[src/rtl/stream_port_arbiter.sv]
// rtl/stream_port_arbiter.sv - round-robin arbiter sharing one HCI streamer among scheduler requesters
package hci_streamer_pkg;
    typedef struct packed {
        logic        req_start;
        logic [31:0] base_addr;
        logic [15:0] tot_len;
        logic [15:0] d0_stride;
    } hci_streamer_ctrl_t;
endpackage

module stream_port_arbiter
    import hci_streamer_pkg::*;
#(
    parameter int N_REQ = 3,
    parameter int CNT_W = 16,
    localparam int ID_W = $clog2(N_REQ)
) (
    input  logic                          clk_i,
    input  logic                          rst_ni,
    input  logic                          clear_i,
    input  logic                          enable_i,
    input  logic [N_REQ-1:0]              req_i,
    input  hci_streamer_ctrl_t [N_REQ-1:0] cfg_i,
    output logic [N_REQ-1:0]              proceed_o,
    output hci_streamer_ctrl_t            ctrl_o,
    input  logic                          streamer_ready_i,
    input  logic                          streamer_done_i,
    output logic                          busy_o,
    output logic [ID_W-1:0]               grant_id_o,
    output logic [CNT_W-1:0]              n_xfer_o
);

    typedef enum logic [1:0] {S_IDLE, S_ISSUE, S_BUSY, S_DONE} state_e;

    state_e             state_q, state_d;
    logic [ID_W-1:0]    rr_q, rr_d;
    logic [ID_W-1:0]    gid_q, gid_d;
    logic [ID_W-1:0]    winner;
    hci_streamer_ctrl_t cfg_q, cfg_d;
    logic [CNT_W-1:0]   nx_q, nx_d;

    function automatic int wrap_idx(input int a);
        return (a >= N_REQ) ? a - N_REQ : a;
    endfunction

    // Scan from the highest offset down so the closest requester to rr_q wins.
    always_comb begin
        winner = '0;
        for (int i = N_REQ - 1; i >= 0; i--) begin
            if (req_i[ID_W'(wrap_idx(int'(rr_q) + i))]) begin
                winner = ID_W'(wrap_idx(int'(rr_q) + i));
            end
        end
    end

    always_comb begin
        state_d = state_q;
        rr_d    = rr_q;
        gid_d   = gid_q;
        cfg_d   = cfg_q;
        nx_d    = nx_q;
        if (clear_i) begin
            state_d = S_IDLE;
            rr_d    = '0;
            gid_d   = '0;
            cfg_d   = '0;
            nx_d    = '0;
        end else begin
            case (state_q)
                S_IDLE: begin
                    if (enable_i && (|req_i)) begin
                        cfg_d           = cfg_i[winner];
                        cfg_d.req_start = 1'b0;
                        gid_d           = winner;
                        state_d         = S_ISSUE;
                    end
                end
                S_ISSUE: if (streamer_ready_i) state_d = S_BUSY;
                S_BUSY:  if (streamer_done_i)  state_d = S_DONE;
                S_DONE: begin
                    rr_d    = (gid_q == ID_W'(N_REQ - 1)) ? '0 : gid_q + 1'b1;
                    nx_d    = nx_q + 1'b1;
                    state_d = S_IDLE;
                end
                default: state_d = S_IDLE;
            endcase
        end
    end

    always_ff @(posedge clk_i or negedge rst_ni) begin
        if (!rst_ni) begin
            state_q <= S_IDLE;
            rr_q    <= '0;
            gid_q   <= '0;
            cfg_q   <= '0;
            nx_q    <= '0;
        end else begin
            state_q <= state_d;
            rr_q    <= rr_d;
            gid_q   <= gid_d;
            cfg_q   <= cfg_d;
            nx_q    <= nx_d;
        end
    end

    // A clear landing on the DONE cycle suppresses that cycle's pulse as well.
    always_comb begin
        proceed_o = '0;
        if (state_q == S_DONE && !clear_i) begin
            proceed_o[gid_q] = 1'b1;
        end
    end

    always_comb begin
        ctrl_o           = cfg_q;
        ctrl_o.req_start = (state_q == S_ISSUE) && streamer_ready_i;
    end

    assign busy_o     = (state_q != S_IDLE);
    assign grant_id_o = gid_q;
    assign n_xfer_o   = nx_q;

endmodule
[config.mk]
export PLATFORM = sky130hd
export DESIGN_NAME = stream_port_arbiter
export DESIGN_NICKNAME = d
export VERILOG_FILES = /design/src/rtl/stream_port_arbiter.sv
export SDC_FILE = /design/constraint.sdc
export NUM_CORES = 1
export LEC_CHECK = 0
export BUFFER_PORTS_ARGS = -buffer_cell sky130_fd_sc_hd__buf_2
export CAP_MARGIN = 30
export CORE_AREA = 2 2 113 115
export CTS_CLUSTER_DIAMETER = 50
export DETAILED_ROUTE_END_ITERATION = 8
export DIE_AREA = 0 0 115 117
export PLACE_DENSITY = 0.72
export SYNTH_ARGS = -nofsm -noshare
export SYNTH_HDL_FRONTEND = slang
export SYNTH_SLANG_ARGS = --single-unit
[constraint.sdc]
create_clock -name clk_i -period 3 [get_ports clk_i]
set_input_delay 0.6 -clock clk_i [delete_from_list [all_inputs] [get_ports clk_i]]
set_output_delay 0.6 -clock clk_i [all_outputs]
set_load 0.02 [all_outputs]
# Word-level counts from Yosys, hierarchy flattened
# Index checks and enable logic that the tools add are counted.
[op_classes]
addsub = 7
magnitude_cmp = 9
eq_ne = 7
n_mux = 36
n_reduce_logical = 13
[op_table]
columns = ["cell", "n"]
rows = [
  ["$mux W64", 4],
  ["$bmux W65 S2", 1],
  ["$mux W16", 2],
  ["$mux W2", 16],
  ["$add A16 B1 Y16 const B", 1],
  ["$lt A2 B4 Y1 const B", 3],
  ["$ne A3 B3 Y1 const B", 3],
  ["$pmux W2 S4", 1],
  ["$reduce_bool A2 Y1", 4],
  ["$mux W1", 7],
  ["$bmux W1 S2", 3],
  ["$eq A2 B2 Y1 const B", 3],
  ["$ge A3 B2 Y1 const B", 2],
  ["$lt A2 B3 Y1 const B", 2],
  ["$sub A2 B2 Y2 const B", 3],
  ["$logic_and A1 B1 Y1", 4],
  ["$add A2 B1 Y3 const B", 1],
  ["$add A2 B2 Y3 const B", 1],
  ["$mux W3", 1],
  ["$reduce_and A3 Y1", 1],
  ["$reduce_or A3 Y1", 1],
  ["$add A2 B1 Y2 const B", 1],
  ["$demux W1 S2", 1],
  ["$eq A2 B1 Y1 const B", 1],
  ["other kinds (5)", 5],
]
[totals]
regBits = 86
in_bits = 204

# Depth between registers and ports, before layout
# Gate-level depths: netlist of the first run.
[logic_depth]
depth_word = 14
depth_mapped = 9

# Least setup slack after synthesis of the first run
# No wires, ideal clock.
[synth_path]
path_kind = "flip-flop to output port"
from = "reg state_q[0]"
to = "out proceed_o[1]"
arrival_ps = 1382
t_required_ps = 2400
slack_ps = 1018
path_stages_with_launch = 5
path_cell_list = "dfrtp_1 > ha_1 > buf_2 > nand2b_1 > nor3b_1"
[synth_between]
elab_chain_len = 3
[synth_lines]
columns = ["element", "line_no", "source"]
rows = [
  ["start, declared", "35", "state_e state_q, state_d;"],
  ["start signal, assigned", "98", "state_q <= state_d;"],
  ["$eq A2 B2 Y1", "109", "if (state_q == S_DONE && !clear_i) begin"],
  ["$logic_and A1 B1 Y1", "109", ""],
  ["$mux W3", "109", ""],
  ["end, declared", "24", "output logic [N_REQ-1:0] proceed_o,"],
]
# Every way passes these cells.

# Worst setup path in the final report of the first run
[layout_path]
from = "reg rr_q[0]"
to = "reg cfg_q (netlist bit ctrl_o[17])"
[layout_between]
elab_chain_len = 14
[layout_lines]
columns = ["element", "line_no", "source"]
rows = [
  ["start, declared", "36", "logic [ID_W-1:0] rr_q, rr_d;"],
  ["start signal, assigned", "99", "rr_q <= rr_d;"],
  ["$add A2 B2 Y3", "50, 51", ""],
  ["$ge A3 B2 Y1 / $sub A2 B2 Y2 (equally long branches)", "43", "return (a >= N_REQ) ? a - N_REQ : a;"],
  ["$mux W2", "43", ""],
  ["$bmux W1 S2", "50", "if (req_i[ID_W'(wrap_idx(int'(rr_q) + i))]) begin"],
  ["$mux W1 (not written as such) (2 in a row)", "50", ""],
  ["$mux W2 (2 in a row)", "50", ""],
  ["$mux W2 (*)", "50", ""],
  ["$bmux W65 S2 (*)", "72", "cfg_d = cfg_i[winner];"],
  ["$mux W64 (not written as such) (*)", "72", ""],
  ["$mux W64 (*)", "71", "if (enable_i && (|req_i)) begin"],
  ["$mux W64 (*)", "69", "case (state_q)"],
  ["$mux W64 (*)", "62", "if (clear_i) begin"],
  ["end signal, assigned", "101", "cfg_q <= cfg_d;"],
  ["end, declared", "39", "hci_streamer_ctrl_t cfg_q, cfg_d;"],
]
# Every way passes the cells marked *; elsewhere a longest branch is shown, timed or not. The select of a mux whose other input is x is not followed.
# A chain may end at the register's enable or synchronous reset.

==> metrics, run 1 <==
fillcell total approximately 1.1k; final setup vio count 0; skew final about 0.0084 ns; count of cell types in the netlist 43; CTS H-tree lvls 3; sequential area share after synthesis 0.4738; Final Hold Viols 0; asr flop ratio synth 1.000; Routed Antenna Nets 0; most frequent cells in the layout buf_2 (286), dfrtp_1 (86), mux2i_1 (65), o21ai_1 (65), a22oi_1 (64); global-route wire length before repair 20100 um; synth-to-layout area growth 40.47%; Worst Tran Pin Value 0.7574 ns; EDFF count, synth 0; initial cell density of the core 0.3689; antenna cells 0; clock latency on the worst-skew pair around 0.33 ns; largest net degree at the start of global routing ~50; share of cells above drive strength 1 0.4514; Synth Register Bits between 80 and 90; hold bufs inserted after CTS 0; Max-Cap Viols 0; clock root buffer clkbuf_16; CTS Sinks between 80 and 90; core area between 10000 and 15000 um2; Pins Over Slew Limit 0; maximum clock frequency approximately 360 MHz; Post-Syn Area per Cell around 11 um2; drc violations 0; run status completed; hold crit path type in2async; routability cong. ~0.78; WL/cell roughly 16 um; overall routing resource usage 0.1914; Primary FF master, synth dfrtp_1; Max Root-Sink Buffers 2; vias in the first global route approximately 4.2k; Die X between 100 and 150 um; RSZ-0062 raised after global routing no; CTS resizes 0; Ports ~290; total negative setup slack 0 ns; kind of critical path reg2reg; Pre-antenna DRT Iters 4; setup bufs post-CTS 0; fin crit period 2.749 ns; dpl hpwl about 10000 um; Cells after Synth approximately 420; clock-pin transition on the worst setup and hold timing paths about 0.060 ns; Die ar. 13460 um2; critical path arrival 3.00 ns; largest area contributor in the netlist dfrtp_1; PortBufs 287; commonest non-fill, non-tap cell in the layout buf_2; Die Y approximately 120 um; FP Rows 41; Synth area leaders dfrtp_1 (47%), mux2i_1 (14%), a22oi_1 (11%), o21ai_1 (7.2%), buf_12 (2.2%); Final #Nets between 900 and 1k; via count roughly 4.4k; Setup crit end kind register; antenna violations before repair 0; Critical Path RT between 3 and 4 ns; Crit Path Max Fanout 38; CTS tree yes; CP Launch Type register; Slew HR 0.4951; initial drt markers 228; Synth top area share 0.4738; Netlist Area Pre-Place 4542 um2; pwr/cell area between 500 and 600 nW/um2; Vias/cell 5.153; final WL 13930 um; grt total ovfl 0; Yosys Warn Count 0; Placed Area about 6000 um2; LEAKAGE roughly 3.6 nW; Post-Synthesis Net Count 629; period utilization 0.9164; Max IR drop VDD 288.6 uV; CTS buffer count 9; Design Area, Final 6380 um2
-- synth_stat cells, types with 2 or more instances --
cell type and n:
a22oi_1 64, nor3b_1 2, xnor2_1 3, o21ai_0 2, buf_12 5, xor2_1 11
and3_1 2, or3_1 2, buf_4 3, nand4_1 4, nor2b_1 3, dfrtp_1 86
buf_2 7, nor2_1 19, nand2_1 7, mux2i_1 65, nor3_1 3, nand3_1 4
ha_1 8, clkbuf_1 13, inv_1 9, a21o_1 3, nand2b_1 3, a21oi_1 6
o21ai_1 65
-- critical path: stages, from the launching register on --
cell	delay, ns
dfrtp_1	0.37
inv_1	0.07
ha_1	0.36
a21boi_0	0.20
o221ai_1	0.36
a21oi_4	0.53
buf_4	0.47
a22oi_1	0.17
o21ai_1	0.12
-- registers in the layout, indices dropped and copies added (netlist names) --
name        flops
n_xfer_o       16
grant_id_o      2
ctrl_o         64
state_q         2
rr_q            2
-- final cells by class --
class,instances,area [um2],share of cell area
clock buffer,12,256.5,0.04020
clock inverter,4,53.80,0.008433
inverter,9,33.78,0.005295
multi-input combinational,293,2152,0.3373
sequential,86,2152,0.3373
tap,150,187.7,0.02942
timing repair buffer,296,1544,0.2420
-- cell families (layout without fill, tap and decap cells) --
kind of cell	count (synthesis)	count (layout)	synth area share
AO/OA/AOI/OAI	148	149	0.2102
XOR/XNOR	14	14	0.02700
adder cells (fa/ha/maj)	8	8	0.02204
buffers and inverters	39	321	0.05702
flip-flops	86	86	0.4738
multiplexers	65	65	0.1432
AND/OR/NAND/NOR	57	57	0.06667
-- report_power, final --
group	internal, W	switching, W
clock	0.000694	0.000451
sequential	0.00134	0.000110
combinational	0.000481	0.000742
total	0.00252	0.00130
-- layer usage --
metal	vias to the layer above	global-route usage	part of all wire
met4	0	0.07149	0.015
met3	15	0.03605	0.067
met1	2065	0.2235	0.39
met2	195	0.3502	0.53
li1	2105	-	-
met5	-	0	0
-- through the flow --
| stage | hold slack, ns | setup WS, ns | std cells | total power, W | util |
|---|---|---|---|---|---|
| final | 0.2343 | 0.2508 | 850 | 0.003823 | 0.5182 |
| after global placement | 0.4898 | 0.2345 | 833 | 0.002665 | 0.4923 |
| after global routing | 0.2672 | 0.02679 | 850 | 0.004039 | 0.5182 |
| after detailed placement | 0.4919 | 0.1583 | 833 | 0.002703 | 0.4923 |
| after CTS | 0.2418 | 0.1086 | 849 | 0.003859 | 0.5175 |
| after floorplan | 0.3044 | 1.018 | 417 | 0.002235 | - |
-- worst paths after layout --
kind	from	to	slack [ns]	cells past startpoint
worst min register to register	ctrl_o[14]$_DFFE_PN0P_	ctrl_o[14]$_DFFE_PN0P_	0.50	2
max in group asynchronous	rst_ni	ctrl_o[36]$_DFFE_PN0P_	2.11	2
worst max-delay path	rr_q[0]$_DFFE_PN0P_	ctrl_o[17]$_DFFE_PN0P_	0.25	8
worst max register to register	rr_q[0]$_DFFE_PN0P_	ctrl_o[17]$_DFFE_PN0P_	0.25	8
min in group clk_i	ctrl_o[14]$_DFFE_PN0P_	ctrl_o[14]$_DFFE_PN0P_	0.50	2
worst min-delay path	rst_ni	ctrl_o[7]$_DFFE_PN0P_	0.23	1
Note: power is estimated with default switching activity, not from simulation.
==> run 2, diff against run 1 <==
Clock period 3 ns to 3.2 ns, I/O delays scaled along.
==> run 2 against run 1 <==
Net effect: maximum frequency hardly changed; first-iteration DRC count is 36% lower; critical endpoint is now ctrl_o[9]$_DFFE_PN0P_; cell area hardly changed; global-route usage is 0.16 points lower; via count is 0.27% higher.
==> metrics, run 2 (synthesis gave the netlist of run 1 again) <==
run status completed; routability cong. 0.8120 (+4.0%); Pre-antenna DRT Iters 4 (unchanged); Ports 291 (unchanged); commonest non-fill, non-tap cell in the layout buf_2; via count 4392 (+0.27%); CTS H-tree lvls 3 (unchanged); Setup crit end kind register; global-route wire length before repair 20000 um (-0.51%); Top Family by Delay on Critical Path compound AO/OA/AOI/OAI gates; Routed Antenna Nets 0 (unchanged); Die Y 117 um (unchanged); hold_ws 0.2862 ns (+0.05187 ns); CP max-delay cell buf_4; Critical Path RT 3.45 ns (+0.20 ns); CP Launch Type register; largest net degree at the start of global routing 48 (-2.0%); share of cells above drive strength 1 0.4462 (-0.005231); Multi-input gate area 2143 um2 (-0.41%); clock root buffer clkbuf_16; Vias/cell 5.185 (+0.63%); dpl hpwl 10270 um (-0.58%); pwr/cell area 566.5 nW/um2 (-5.5%); crit path buf inv count 2 (unchanged); WL/cell 16.05 um (-2.1%); Worst Tran Pin Value 0.6359 ns (-0.1215 ns); Internal 0.002421 W (-3.9%); CTS resizes 0 (unchanged); fillcell total 1137 (+2.5%); Pins Over Slew Limit 0 (unchanged); initial drt markers 147 (-36%); Max Root-Sink Buffers 2 (unchanged); kind of critical path reg2reg; final WL 13590 um (-2.4%); overall routing resource usage 0.1898 (-0.001619); Crit Path Max Fanout 46 (+21%); FP Rows 41 (unchanged); Psw 0.001195 W (-8.4%); Seq. cell area 2152 um2 (unchanged); clock latency on the worst-skew pair 0.32 ns (about the same); combinational fraction of design power 0.317 (-0.003); setup bufs post-CTS 0 (unchanged); fin crit period 2.750 ns (+0.001266 ns); antenna cells 0 (unchanged); initial cell density of the core 0.3689 (unchanged); drc violations 0 (unchanged); CTS tree yes; maximum clock frequency 363.6 MHz (about the same); hold bufs inserted after CTS 0 (unchanged); sw frac 0.3304 (-0.01062); synth-to-layout area growth 40.55% (about the same); CTS Sinks 86 (unchanged); Slew HR 0.5761 (+0.08100); vias in the first global route 4148 (-0.41%); RSZ-0062 raised after global routing no; clock-pin transition on the worst setup and hold timing paths 0.06 ns (about the same); Final Hold Viols 0 (unchanged); grt total ovfl 0 (unchanged); critical path arrival 3.00 ns (about the same); antenna violations before repair 0 (unchanged); Sequential Power Share 0.377 (-0.003); PortBufs 287 (unchanged); LEAKAGE 3.576 nW (about the same); Max-Cap Viols 0 (unchanged); period utilization 0.8595 (-0.05688); core area 12310 um2 (unchanged); Largest register FFs 64 (unchanged); CTS buffer count 9 (unchanged); final setup vio count 0 (unchanged); Max IR drop VDD 320.6 uV (+11%); share of total power in the clock network 0.307 (+0.007); most frequent cells in the layout buf_2 (286), dfrtp_1 (86), mux2i_1 (65), o21ai_1 (65), a22oi_1 (64); Die X 115 um (unchanged); Final #Nets 904 (-0.33%); Die ar. 13460 um2 (unchanged); skew final 0.008654 ns (+0.0002989 ns); crit-path max cell delay 0.55 ns (+0.02 ns); total negative setup slack 0 ns (unchanged); hold crit path type in2async; crit-path cells inv_1, ha_1, nor4b_1, o211ai_1, a21oi_4, buf_4, a22oi_1, o21ai_1
run 2: worst reg2reg max path, cell delays in order (launching register included):
cell      delay, ns
dfrtp_1        0.36
inv_1          0.07
ha_1           0.36
nor4b_1        0.29
o211ai_1       0.21
a21oi_4        0.53
buf_4          0.55
a22oi_1        0.19
o21ai_1        0.11
run 2: final cells by class:
| cell class | instances | area share |
|---|---|---|
| multi-input combinational | 292 | 0.3358 |
| inverter | 9 | 0.005292 |
| clock buffer | 13 | 0.03920 |
| tap | 150 | 0.02940 |
| timing repair buffer | 294 | 0.2427 |
| sequential | 86 | 0.3371 |
| clock inverter | 3 | 0.01058 |
run 2: stage by stage:
stage	util	setup slack [ns]	instances	instance area, um2	total power, W
finish	0.5185	0.4496	847	6384	0.003616
global route	0.5185	0.1609	847	6384	0.003826
CTS	0.5185	0.4210	847	6384	0.003658
detailed placement	0.4927	0.4156	831	6066	0.002536
global placement	0.4904	0.5032	830	6038	0.002500
floorplan	-	1.167	417	4542	0.002095
run 2: layer usage:
metal | share of wire | routed length, um | up-vias | track usage
met5 | 0 | 0 | - | 0
met4 | 0.016 | 215 | 0 | 0.06586
met3 | 0.077 | 1045 | 15 | 0.03811
met2 | 0.52 | 7006 | 210 | 0.3447
met1 | 0.39 | 5324 | 2065 | 0.2243
li1 | - | - | 2102 | -
run 2: power groups by stage:
stage	clock [W]	combinational [W]	sequential, W
detailed placement	0	0.00116	0.00137
global route	0.00119	0.00125	0.00138
finish	0.00111	0.00114	0.00136
CTS	0.00114	0.00116	0.00136
floorplan	0	0.000521	0.00157
global placement	0	0.00113	0.00137
run 2: final timing paths:
kind	startpoint	to	slack, ns	depth (start not counted)
worst max-delay path	rr_q[0]$_DFFE_PN0P_	ctrl_o[9]$_DFFE_PN0P_	0.45	8
worst min-delay path	rst_ni	ctrl_o[4]$_DFFE_PN0P_	0.29	1
worst max register to register	rr_q[0]$_DFFE_PN0P_	ctrl_o[9]$_DFFE_PN0P_	0.45	8
worst min register to register	ctrl_o[14]$_DFFE_PN0P_	ctrl_o[14]$_DFFE_PN0P_	0.50	2
max in group asynchronous	rst_ni	ctrl_o[40]$_DFFE_PN0P_	2.29	2
min in group clk_i	ctrl_o[14]$_DFFE_PN0P_	ctrl_o[14]$_DFFE_PN0P_	0.50	2
==> run 3, diff against run 2 <==
Settings changed: ABC_AREA set to 1, CORE_AREA 2 2 113 115 to unset, CORE_MARGIN set to 2, CORE_UTILIZATION set to 45, DIE_AREA 0 0 115 117 to unset, PLACE_DENSITY 0.72 to 0.8.
==> run 3 against run 2 <==
Net effect: final cell count up 49%; area after synthesis up 23%; via count up 50%; critical path depth up 5; synthesized cell count up 100%; cell area up 16%; maximum frequency up 12%; clock skew down 0.0019 ns; clock-buffer cell count down 2; first-iteration DRC count rose to 3.4 times the previous value; non-clock buffer count up 8.
==> metrics, run 3 <==
overall routing resource usage 0.2619 (+0.07210); count of cell types in the netlist 24 (-44%); synth cell count leaders nand2_1 (310), nand3_1 (203), dfrtp_1 (86); GR peak layer met2; CTS buffer count 9 (unchanged); Die Y 115.6 um (-1.2%); skew final 0.006726 ns (-0.001928 ns); Netlist Area Pre-Place 5605 um2 (+23%); cell with the most instances after synthesis nand2_1; dpl hpwl 13030 um (+27%); initial drt markers 494 (+240%); CTS Sinks 86 (unchanged); Routed Antenna Nets 0 (unchanged); CTS tree yes; Final #Nets 1302 (+44%); Max-Cap Viols 0 (unchanged); Primary FF master, synth dfrtp_1; Critical Path RT 3.47 ns (+0.02 ns); Post-Synthesis Net Count 1050 (+67%); global-route wire length before repair 28060 um (+40%); kind of critical path reg2reg; routability cong. 0.8579 (+5.7%); total power 0.004665 W (+29%); total negative setup slack 0 ns (unchanged); run status completed; setup bufs post-CTS 0 (unchanged); hold bufs inserted after CTS 0 (unchanged); pwr/cell area 632.3 nW/um2 (+12%); grt total ovfl 0 (unchanged); RSZ-0062 raised after global routing no; vias in the first global route 5813 (+40%); asr flop ratio synth 1.000 (unchanged); Slew HR 0.5363 (-0.03974); grt met1 use 0.3342 (+0.1099); largest net degree at the start of global routing 66 (+38%); commonest non-fill, non-tap cell in the layout nand2_1; Pins Over Slew Limit 0 (unchanged); Pre-antenna DRT Iters 5 (+1); WL/cell 14.32 um (-11%); clock-pin transition on the worst setup and hold timing paths 0.06 ns (about the same); CTS H-tree lvls 3 (unchanged); Synth top area share 0.3839 (-0.08990); via count 6571 (+50%); initial cell density of the core 0.4647 (+0.09583); Largest register FFs 64 (unchanged); drc violations 0 (unchanged); PortBufs 287 (unchanged); Synth Register Bits 86 (unchanged); CTS resizes 0 (unchanged); Vias/cell 5.203 (+0.33%); final WL 18090 um (+33%); share of cells above drive strength 1 0.2998 (-0.1464); hold crit path type in2async; Final WS setup 0.7358 ns (+0.2863 ns); Yosys Warn Count 0 (unchanged); core area 12060 um2 (-2.0%); dpl ws 0.7495 ns (+0.3339 ns); Worst Tran Pin Value 0.6955 ns (+0.05961 ns); Final Hold Viols 0 (unchanged); fin crit period 2.464 ns (-0.2863 ns); CP Launch Type register; Cells after Synth 838 (+100%); synth-to-layout area growth 31.63%; largest area contributor in the netlist dfrtp_1; Max Root-Sink Buffers 2 (unchanged); sequential area share after synthesis 0.3839 (-0.08990); Ports 291 (unchanged); final setup vio count 0 (unchanged); Die ar. 13370 um2 (-0.66%); clock latency on the worst-skew pair 0.33 ns (about the same); period utilization 0.7701 (-0.08946); maximum clock frequency 405.8 MHz (+12%); Setup crit end kind register; Post-Syn Area per Cell 6.689 um2 (-39%); Max IR drop VDD 430.5 uV (+34%); met3 Use GR 0.03661 (-0.001494); clock root buffer clkbuf_16; antenna violations before repair 1 (+1); FP Rows 40 (-2.4%); EDFF count, synth 0 (unchanged); M2 GR Usage 0.4499 (+0.1052); critical path arrival 2.73 ns (-0.27 ns); Synth area leaders dfrtp_1 (38%), nand2_1 (21%), nand3_1 (18%), a21oi_1 (6.5%), inv_1 (2.3%); Crit Path Max Fanout 44 (-4.3%); most frequent cells in the layout nand2_1 (306), buf_2 (286), nand3_1 (202); Die X 115.6 um (+0.53%); LEAKAGE 4.427 nW (+24%)
## run 3: cell count changes after synthesis, moves of 7 or more
| cell | change |
|---|---|
| mux2i_1 | -65 |
| buf_6 | +9 |
| a22oi_1 | -64 |
| clkbuf_1 | +7 |
| a21oi_1 | +67 |
| o21ai_1 | -65 |
| xor2_1 | -11 |
| nand2_1 | +303 |
| buf_2 | +7 |
| buf_4 | +9 |
| o21ai_0 | +11 |
| nand3_1 | +199 |
| inv_1 | +26 |
## run 3: logic make-up (layout without fill, tap and decap cells)
| logic type | Yosys count | after routing | synth area share |
|---|---|---|---|
| buffers and inverters | 99 | 355 | 0.08951 |
| other | 0 | 1 | 0 |
| adder cells (fa/ha/maj) | 8 | 8 | 0.01786 |
| flip-flops | 86 | 86 | 0.3839 |
| AND/OR/NAND/NOR | 550 | 550 | 0.4201 |
| AO/OA/AOI/OAI | 95 | 95 | 0.08862 |
## run 3: cell type report
cell class                 count  area [um2]
tap                          168       210.2
multi-input combinational    653        2967
inverter                      38       142.6
antenna                        1       2.502
clock buffer                  11       242.7
timing repair buffer         302        1614
clock inverter                 4       47.55
sequential                    86        2152
fill                        1130        4683
## run 3: critical path: stages, from the launching register on
cell and delay [ns]:
dfrtp_1 0.40, inv_1 0.09, ha_1 0.30, inv_2 0.10, nand2_1 0.07, nand2_1 0.07, o21ai_2 0.19, inv_1 0.10
nand2_2 0.37, buf_12 0.29, nand3_1 0.10, a21oi_1 0.18, nand2_1 0.07, nand2_1 0.06
## run 3: metrics by stage
step	cell area [um2]	utilization	hold slack [ns]	cells
floorplan	5605	-	0.3444	838
global placement	7066	0.5858	0.4567	1246
detailed placement	7086	0.5874	0.4596	1247
CTS	7376	0.6115	0.3152	1262
global route	7376	0.6115	0.3378	1262
finish	7378	0.6117	0.2903	1263
## run 3: path summary, 6_finish.rpt
path                            slack (ns)              startpoint  cells past startpoint                  endpoint
worst min-delay path                  0.29                  rst_ni                      1  n_xfer_o[10]$_DFFE_PN0P_
worst max-delay path                  0.74     rr_q[1]$_DFFE_PN0P_                     13    ctrl_o[46]$_DFFE_PN0P_
max in group asynchronous             2.28                  rst_ni                      2    ctrl_o[43]$_DFFE_PN0P_
worst max register to register        0.74     rr_q[1]$_DFFE_PN0P_                     13    ctrl_o[46]$_DFFE_PN0P_
worst min register to register        0.47  ctrl_o[27]$_DFFE_PN0P_                      2    ctrl_o[27]$_DFFE_PN0P_
min in group clk_i                    0.47  ctrl_o[27]$_DFFE_PN0P_                      2    ctrl_o[27]$_DFFE_PN0P_
## run 3: power breakdown
| group | switching (W) | internal (W) |
|---|---|---|
| clock network | 0.000404 | 0.000619 |
| registers | 0.000121 | 0.00129 |
| logic | 0.00149 | 0.000738 |
| total | 0.00202 | 0.00265 |
## run 3: routing by layer
metal	vias to the layer above	routed length, um
met5	-	0
met4	0	516
met3	34	1359
met2	288	8632
met1	2980	7578
li1	3269	-
